--- config.mk ---
export PLATFORM = sky130hd
export DESIGN_NAME = hazard_forward_unit
export DESIGN_NICKNAME = d
export VERILOG_FILES = /design/src/rtl/hazard_pkg.sv /design/src/rtl/fwd_select_lane.sv /design/src/rtl/hazard_forward_unit.sv
export SDC_FILE = /design/constraint.sdc
export NUM_CORES = 1
export LEC_CHECK = 0
export ABC_AREA = 1
export CAP_MARGIN = 5
export CORE_MARGIN = 1.5
export CORE_UTILIZATION = 37
export CTS_BUF_LIST = sky130_fd_sc_hd__clkbuf_8
export DETAILED_ROUTE_END_ITERATION = 10
export PLACE_DENSITY_LB_ADDON = 0.2
export SETUP_SLACK_MARGIN = 0.3
export SLEW_MARGIN = 5
export SYNTH_ARGS = -nofsm -noshare
export SYNTH_HDL_FRONTEND = slang
export SYNTH_HIERARCHICAL = 1
export SYNTH_SLANG_ARGS = --single-unit
--- constraint.sdc ---
create_clock -name CLK -period 1.5 [get_ports CLK]
set_clock_uncertainty 0.2 [all_clocks]
set_input_delay 0.3 -clock CLK [delete_from_list [all_inputs] [get_ports CLK]]
set_output_delay 0.3 -clock CLK [all_outputs]
set_load 0.1 [all_outputs]
--- src/rtl/hazard_pkg.sv ---
// Shared types and helpers for the OTTER hazard / forwarding unit.
//   hz_state_t   : load-use FSM states
//   FWD_REGFILE  : forward-select code meaning "use register file value"
//   fwd_sel_w(n) : width of a forward select covering n forward stages
package hazard_pkg;

  typedef enum logic {
    IDLE     = 1'b0,
    LU_STALL = 1'b1
  } hz_state_t;

  localparam int unsigned FWD_REGFILE = 0;

  function automatic int unsigned fwd_sel_w(input int unsigned n);
    return $clog2(n + 1);
  endfunction

endpackage

--- src/rtl/fwd_select_lane.sv ---
// One ALU operand lane: matches a source register against every forward stage
// and returns the select of the youngest (lowest index) stage that writes it.
//   i_src_addr     : EX-stage source register address
//   i_src_used     : EX-stage instruction actually reads this source
//   i_fwd_rd_addr  : packed destinations, slice k = stage k
//   i_fwd_regwrite : write-enable per stage
//   o_sel          : 0 = register file, k+1 = stage k
module fwd_select_lane
  import hazard_pkg::*;
#(
  parameter int unsigned REG_AW         = 5,
  parameter int unsigned NUM_FWD_STAGES = 2,
  parameter int unsigned SELW           = fwd_sel_w(NUM_FWD_STAGES)
) (
  input  logic [REG_AW-1:0]                i_src_addr,
  input  logic                             i_src_used,
  input  logic [NUM_FWD_STAGES*REG_AW-1:0] i_fwd_rd_addr,
  input  logic [NUM_FWD_STAGES-1:0]        i_fwd_regwrite,
  output logic [SELW-1:0]                  o_sel
);

  // Walk from oldest to youngest so the youngest hit is the last write; x0 never forwards.
  always_comb begin
    o_sel = SELW'(FWD_REGFILE);
    if (i_src_used && (i_src_addr != '0)) begin
      for (int k = NUM_FWD_STAGES - 1; k >= 0; k--) begin
        if (i_fwd_regwrite[k] && (i_fwd_rd_addr[k*REG_AW +: REG_AW] == i_src_addr)) begin
          o_sel = SELW'(k + 1);
        end
      end
    end
  end

endmodule

--- src/rtl/hazard_forward_unit.sv ---
// Pipeline hazard unit for the OTTER pipeline: address-match forwarding,
// load-use stall/bubble generation and taken-branch flushes.
// Optional performance counters are built when HAZARD_PERF_CNT_EN is defined;
// otherwise perf_stall_cnt / perf_flush_cnt are tied to 0.
//   CLK, RST_N                 : clock, synchronous active-low reset
//   id_rs{1,2}_addr/_used      : decode-stage sources
//   ex_rd_addr, ex_regwrite,
//   ex_memread, ex_branch_taken: execute-stage instruction info
//   fwd_rd_addr, fwd_regwrite  : downstream stage destinations (slice k = stage k)
//   fwd_sel_a/b                : ALU srcA/srcB select (0 = regfile, k+1 = stage k)
//   stall_pc, stall_id,
//   bubble_ex                  : load-use stall controls
//   flush_id, flush_ex         : taken-branch flush controls
//   perf_stall_cnt/flush_cnt   : stall-cycle / flush-event counters
module hazard_forward_unit
  import hazard_pkg::*;
#(
  parameter  int unsigned REG_AW         = 5,
  parameter  int unsigned NUM_FWD_STAGES = 2,
  parameter  int unsigned LOAD_LAT       = 1,
  localparam int unsigned SELW           = fwd_sel_w(NUM_FWD_STAGES)
) (
  input  logic                             CLK,
  input  logic                             RST_N,
  input  logic [REG_AW-1:0]                id_rs1_addr,
  input  logic [REG_AW-1:0]                id_rs2_addr,
  input  logic                             id_rs1_used,
  input  logic                             id_rs2_used,
  input  logic [REG_AW-1:0]                ex_rd_addr,
  input  logic                             ex_regwrite,
  input  logic                             ex_memread,
  input  logic                             ex_branch_taken,
  input  logic [NUM_FWD_STAGES*REG_AW-1:0] fwd_rd_addr,
  input  logic [NUM_FWD_STAGES-1:0]        fwd_regwrite,
  output logic [SELW-1:0]                  fwd_sel_a,
  output logic [SELW-1:0]                  fwd_sel_b,
  output logic                             stall_pc,
  output logic                             stall_id,
  output logic                             bubble_ex,
  output logic                             flush_id,
  output logic                             flush_ex,
  output logic [31:0]                      perf_stall_cnt,
  output logic [31:0]                      perf_flush_cnt
);

  localparam int unsigned LU_CNT_W = 2;

  hz_state_t             r_state, w_next_state;
  logic [LU_CNT_W-1:0]   r_lu_cnt, w_next_lu_cnt;
  logic [REG_AW-1:0]     r_ex_rs1, r_ex_rs2;
  logic                  r_ex_rs1_used, r_ex_rs2_used;
  logic                  w_hazard, w_stall, w_flush;
  logic [SELW-1:0]       w_sel_a, w_sel_b;

  // Load in EX whose destination is read by the instruction in decode.
  assign w_hazard = ex_memread && ex_regwrite && (ex_rd_addr != '0) &&
                    ((id_rs1_used && (id_rs1_addr == ex_rd_addr)) ||
                     (id_rs2_used && (id_rs2_addr == ex_rd_addr)));

  // Next-state and stall/flush decode; a taken branch beats any stall.
  always_comb begin
    w_next_state  = r_state;
    w_next_lu_cnt = r_lu_cnt;
    w_stall       = 1'b0;
    w_flush       = 1'b0;
    if (ex_branch_taken) begin
      w_flush       = 1'b1;
      w_next_state  = IDLE;
      w_next_lu_cnt = '0;
    end else begin
      case (r_state)
        IDLE: begin
          if (w_hazard) begin
            w_stall = 1'b1;
            if (LOAD_LAT > 1) begin
              w_next_lu_cnt = LU_CNT_W'(LOAD_LAT - 1);
              w_next_state  = LU_STALL;
            end
          end
        end
        LU_STALL: begin
          w_stall = 1'b1;
          if (r_lu_cnt <= LU_CNT_W'(1)) begin
            w_next_lu_cnt = '0;
            w_next_state  = IDLE;
          end else begin
            w_next_lu_cnt = r_lu_cnt - LU_CNT_W'(1);
          end
        end
        default: begin
          w_next_state  = IDLE;
          w_next_lu_cnt = '0;
        end
      endcase
    end
  end

  // FSM state and EX-stage source copies; bubbles and flushes load a NOP.
  always_ff @(posedge CLK) begin
    if (!RST_N) begin
      r_state       <= IDLE;
      r_lu_cnt      <= '0;
      r_ex_rs1      <= '0;
      r_ex_rs2      <= '0;
      r_ex_rs1_used <= 1'b0;
      r_ex_rs2_used <= 1'b0;
    end else begin
      r_state  <= w_next_state;
      r_lu_cnt <= w_next_lu_cnt;
      if (w_stall || ex_branch_taken) begin
        r_ex_rs1      <= '0;
        r_ex_rs2      <= '0;
        r_ex_rs1_used <= 1'b0;
        r_ex_rs2_used <= 1'b0;
      end else begin
        r_ex_rs1      <= id_rs1_addr;
        r_ex_rs2      <= id_rs2_addr;
        r_ex_rs1_used <= id_rs1_used;
        r_ex_rs2_used <= id_rs2_used;
      end
    end
  end

  fwd_select_lane #(
    .REG_AW         (REG_AW),
    .NUM_FWD_STAGES (NUM_FWD_STAGES),
    .SELW           (SELW)
  ) u_lane_a (
    .i_src_addr     (r_ex_rs1),
    .i_src_used     (r_ex_rs1_used),
    .i_fwd_rd_addr  (fwd_rd_addr),
    .i_fwd_regwrite (fwd_regwrite),
    .o_sel          (w_sel_a)
  );

  fwd_select_lane #(
    .REG_AW         (REG_AW),
    .NUM_FWD_STAGES (NUM_FWD_STAGES),
    .SELW           (SELW)
  ) u_lane_b (
    .i_src_addr     (r_ex_rs2),
    .i_src_used     (r_ex_rs2_used),
    .i_fwd_rd_addr  (fwd_rd_addr),
    .i_fwd_regwrite (fwd_regwrite),
    .o_sel          (w_sel_b)
  );

  // Everything is forced quiet while reset is held.
  assign fwd_sel_a = RST_N ? w_sel_a : '0;
  assign fwd_sel_b = RST_N ? w_sel_b : '0;
  assign stall_pc  = RST_N && w_stall;
  assign stall_id  = RST_N && w_stall;
  assign bubble_ex = RST_N && w_stall;
  assign flush_id  = RST_N && w_flush;
  assign flush_ex  = RST_N && w_flush;

`ifdef HAZARD_PERF_CNT_EN
  logic [31:0] r_perf_stall_cnt, r_perf_flush_cnt;

  // Free-running wrap-around event counters.
  always_ff @(posedge CLK) begin
    if (!RST_N) begin
      r_perf_stall_cnt <= '0;
      r_perf_flush_cnt <= '0;
    end else begin
      r_perf_stall_cnt <= r_perf_stall_cnt + 32'(stall_pc);
      r_perf_flush_cnt <= r_perf_flush_cnt + 32'(flush_ex);
    end
  end

  assign perf_stall_cnt = RST_N ? r_perf_stall_cnt : '0;
  assign perf_flush_cnt = RST_N ? r_perf_flush_cnt : '0;
`else
  assign perf_stall_cnt = '0;
  assign perf_flush_cnt = '0;
`endif

endmodule

==> impl_metrics.csv <==
group,metric,value,unit
routing,post_drt_wl_per_cell,7.941,µm
grt,grt_usage,12.38,%
floorplanning,dieArea,4817,µm²
finish,drive_above_1_share,35.67,%
pwr,pwr-share-clk,17.4,%
finish,layout_commonest_cell,"nand2_1",
worst_setup_path,critical_path_buf_inv_count,5,
floorplanning,io_pins,107,
grt,antenna_found_initial,0,
synthesis,netlist_area,1632,µm²
worst_setup_path,path_delay_family,"buffers and inverters",
finish,fin_util,57.62,%
grt,grt_pass1_vias,1306,
job,maxCapViolations,0,
finish,most-common-layout-cells,"66 x nand2_1, 64 x conb_1, 39 x nor2_1, 26 x inv_1, 21 x buf_4",
status,violations,"setup timing",
routing,via_per_inst,3.855,
synthesis,synthDistinctLibCells,14,
worst_setup_path,cp_slowest_cell,"dfxtp_4",
worst_setup_path,worst_path_largest_cell_delay,0.36,ns
timing,slew_viol_final,0,
grt,overflow,0,
clock_tree,cts.root.buffer_cell,"clkbuf_8",
clock_tree,clock_latency,0.25,ns
synthesis,seq_area_frac_synth,18.40,%
worst_setup_path,crit_path_start_kind,"flop",
grt,grt_pass1_wl,4.974,mm
worst_setup_path,crit_arrival,1.47,ns
status,status,"finished, violations left",
finish,diodes,0,
routing,drt_pass1_iterations,4,
synthesis,ys_seq_elements,15,
worst_setup_path,crit_fanout,3,
hold_path,worstHoldPathType,"in2reg",
synthesis,yosys_warnings,6,
placed_design,dp_hpwl,2.638,mm
clock_tree,clock_sinks,15,
worst_setup_path,critPathKind,"reg2out",
pwr,ir_drop,0.4106,mV
placed_design,placed_area,2151,µm²
pwr,comb_power_share,59.1,%
floorplanning,core_area,4115,µm²
timing,min_period,1.968,ns
timing,final_hold_viol_count,0,
pwr,internal_power,788.9,µW
timing,rsz0062_at_grt,"true",
floorplanning,start_util,39.65,%
routing,vias,1565,
worst_setup_path,setup.worst_path.end_class,"output pin",
worst_setup_path,cp_common_cell,"nand2_1",
placed_design,gp_congestion,0.8217,
timing,max_freq,0.5082,GHz
synthesis,syn_inst,288,
timing,layout_setup_ws,-0.4676,ns
floorplanning,die_h,69.41,µm
grt,grt_max_degree,10,
pwr,p_sw_share,56.57,%
placed_design,port-buffer-count,42,
routing,remaining_drc_errors,0,
pwr,p_seq_share,23.5,%
clock_tree,htree_levels,1,
synthesis,syn_avg_cell_area,5.665,µm²
floorplanning,die_w,69.41,µm
finish,final_cell_area,2371,µm²
routing,drtAntennaViolNets,0,
finish,fin_nets,391,
worst_setup_path,crit_chain,"inv_2 -> buf_4 -> nand4_1 -> nand2_1 -> inv_1 -> nand2_1 -> nor2_1 -> nand2_1 -> clkinvlp_4 -> buf_12",
worst_setup_path,worstPathRequired,1.00,ns
clock_tree,clock_path_buffers,2,
clock_tree,cts_buffers,3,
finish,syn2layout_area_growth,45.32,%
routing,wl,3.224,mm
clock_tree,clk_pin_slew_worst_paths,0.06,ns
pwr,p_sw,1028,µW
pwr,power.leakage,0.001339,µW
pwr,pwr_density_cell,766.2,nW/µm²
routing,drt_iter0_drc,42,
clock_tree,cts_tree,"built",
timing,report.final.setup_viol,7,
timing,fin_crit_sh,131.2,%
pwr,total_power,1817,µW
floorplanning,row_count,23,
[power by group through the flow]
stage	sequential [µW]	clock [µW]	combinational (µW)
floorplan	431	0	989
global placement	434	0	1030
detailed placement	435	0	1030
CTS	427	321	1040
global route	428	340	1120
finish	426	316	1070
[path summary, 6_finish.rpt]
check / from / endpoint / slack [ns] / cells past startpoint
worst max-delay path: r_ex_rs2[1] / fwd_sel_b[1] / -0.47 / 10
worst max register to register: r_state / r_ex_rs1[3] / 0.39 / 3
worst min register to register: r_lu_cnt[1] / r_lu_cnt[0] / 0.27 / 2
worst min-delay path: ex_branch_taken / r_lu_cnt[0] / 0.12 / 4
[registers in the layout, indices dropped and copies added, names as in the netlist]
name,cells
r_ex_rs1,5
r_ex_rs2,5
r_lu_cnt,2
r_ex_rs1_used,1
r_ex_rs2_used,1
r_state,1
[per-layer routing]
layer	GRT usage [%]	vias to the layer above	part of all wire (%)
li1	-	838	-
met1	13.25	643	38
met2	23.18	73	52
met3	0.4360	11	6.5
met4	8.497	0	4.1
met5	0	-	0
[worst reg2reg max path, stage by stage (launching register included)]
cell	delay [ns]
dfxtp_1	0.29
inv_1	0.26
nand3_4	0.17
nor2_1	0.12
[final cells by class]
| type | instances | area [µm²] |
|---|---|---|
| repair buffers | 68 | 714.4 |
| well taps | 50 | 62.56 |
| fillers | 430 | 1744 |
| clock inverters | 1 | 5.005 |
| inverters | 54 | 259.0 |
| flip-flops and latches | 15 | 315.3 |
| multi-input cells | 215 | 973.4 |
| clock buffers | 3 | 41.29 |
[synth_stat cells]
cell type | instances | share of area, %
xor2_1 | 4 | 2.1
nand3_1 | 7 | 2.1
conb_1 | 1 | 0.23
nor2_1 | 51 | 12
inv_2 | 6 | 1.4
nand4_1 | 3 | 1.2
buf_6 | 1 | 0.69
buf_4 | 67 | 31
inv_1 | 48 | 11
nand3_2 | 1 | 0.61
nand2_1 | 81 | 19
dfxtp_1 | 15 | 18
a21oi_1 | 2 | 0.61
nand2_2 | 1 | 0.38
[through the flow]
stage	cells	setup slack [ns]	setup TNS, ns	hold slack, ns
6_report	406	-0.4676	-2.865	0.1227
5_1_grt	406	-0.5936	-3.455	0.1484
4_1_cts	405	-0.4711	-2.839	0.1200
3_5_place_dp	393	-0.9072	-13.44	0.2585
3_3_place_gp	393	-0.8969	-13.17	0.2516
2_1_floorplan	351	-0.6320	-2.439	0.1943
[cell families (layout without fill, tap and decap cells)]
logic type	Yosys count	in the layout	synth area share, %
flip-flops	15	15	18.41
buffers and inverters	122	126	43.94
AND/OR/NAND/NOR	144	145	34.66
other	1	64	0.2298
AO/OA/AOI/OAI	2	2	0.6135
XOR/XNOR	4	4	2.147
[repair_timing]
action,CTS,global route
hold buffers,0,0
resized for setup,125,40
gates cloned,1,0
endpoints found under the setup margin,24,21
pin swaps,31,33
buffers inserted,7,1
Power figures use the tool's default switching activity.
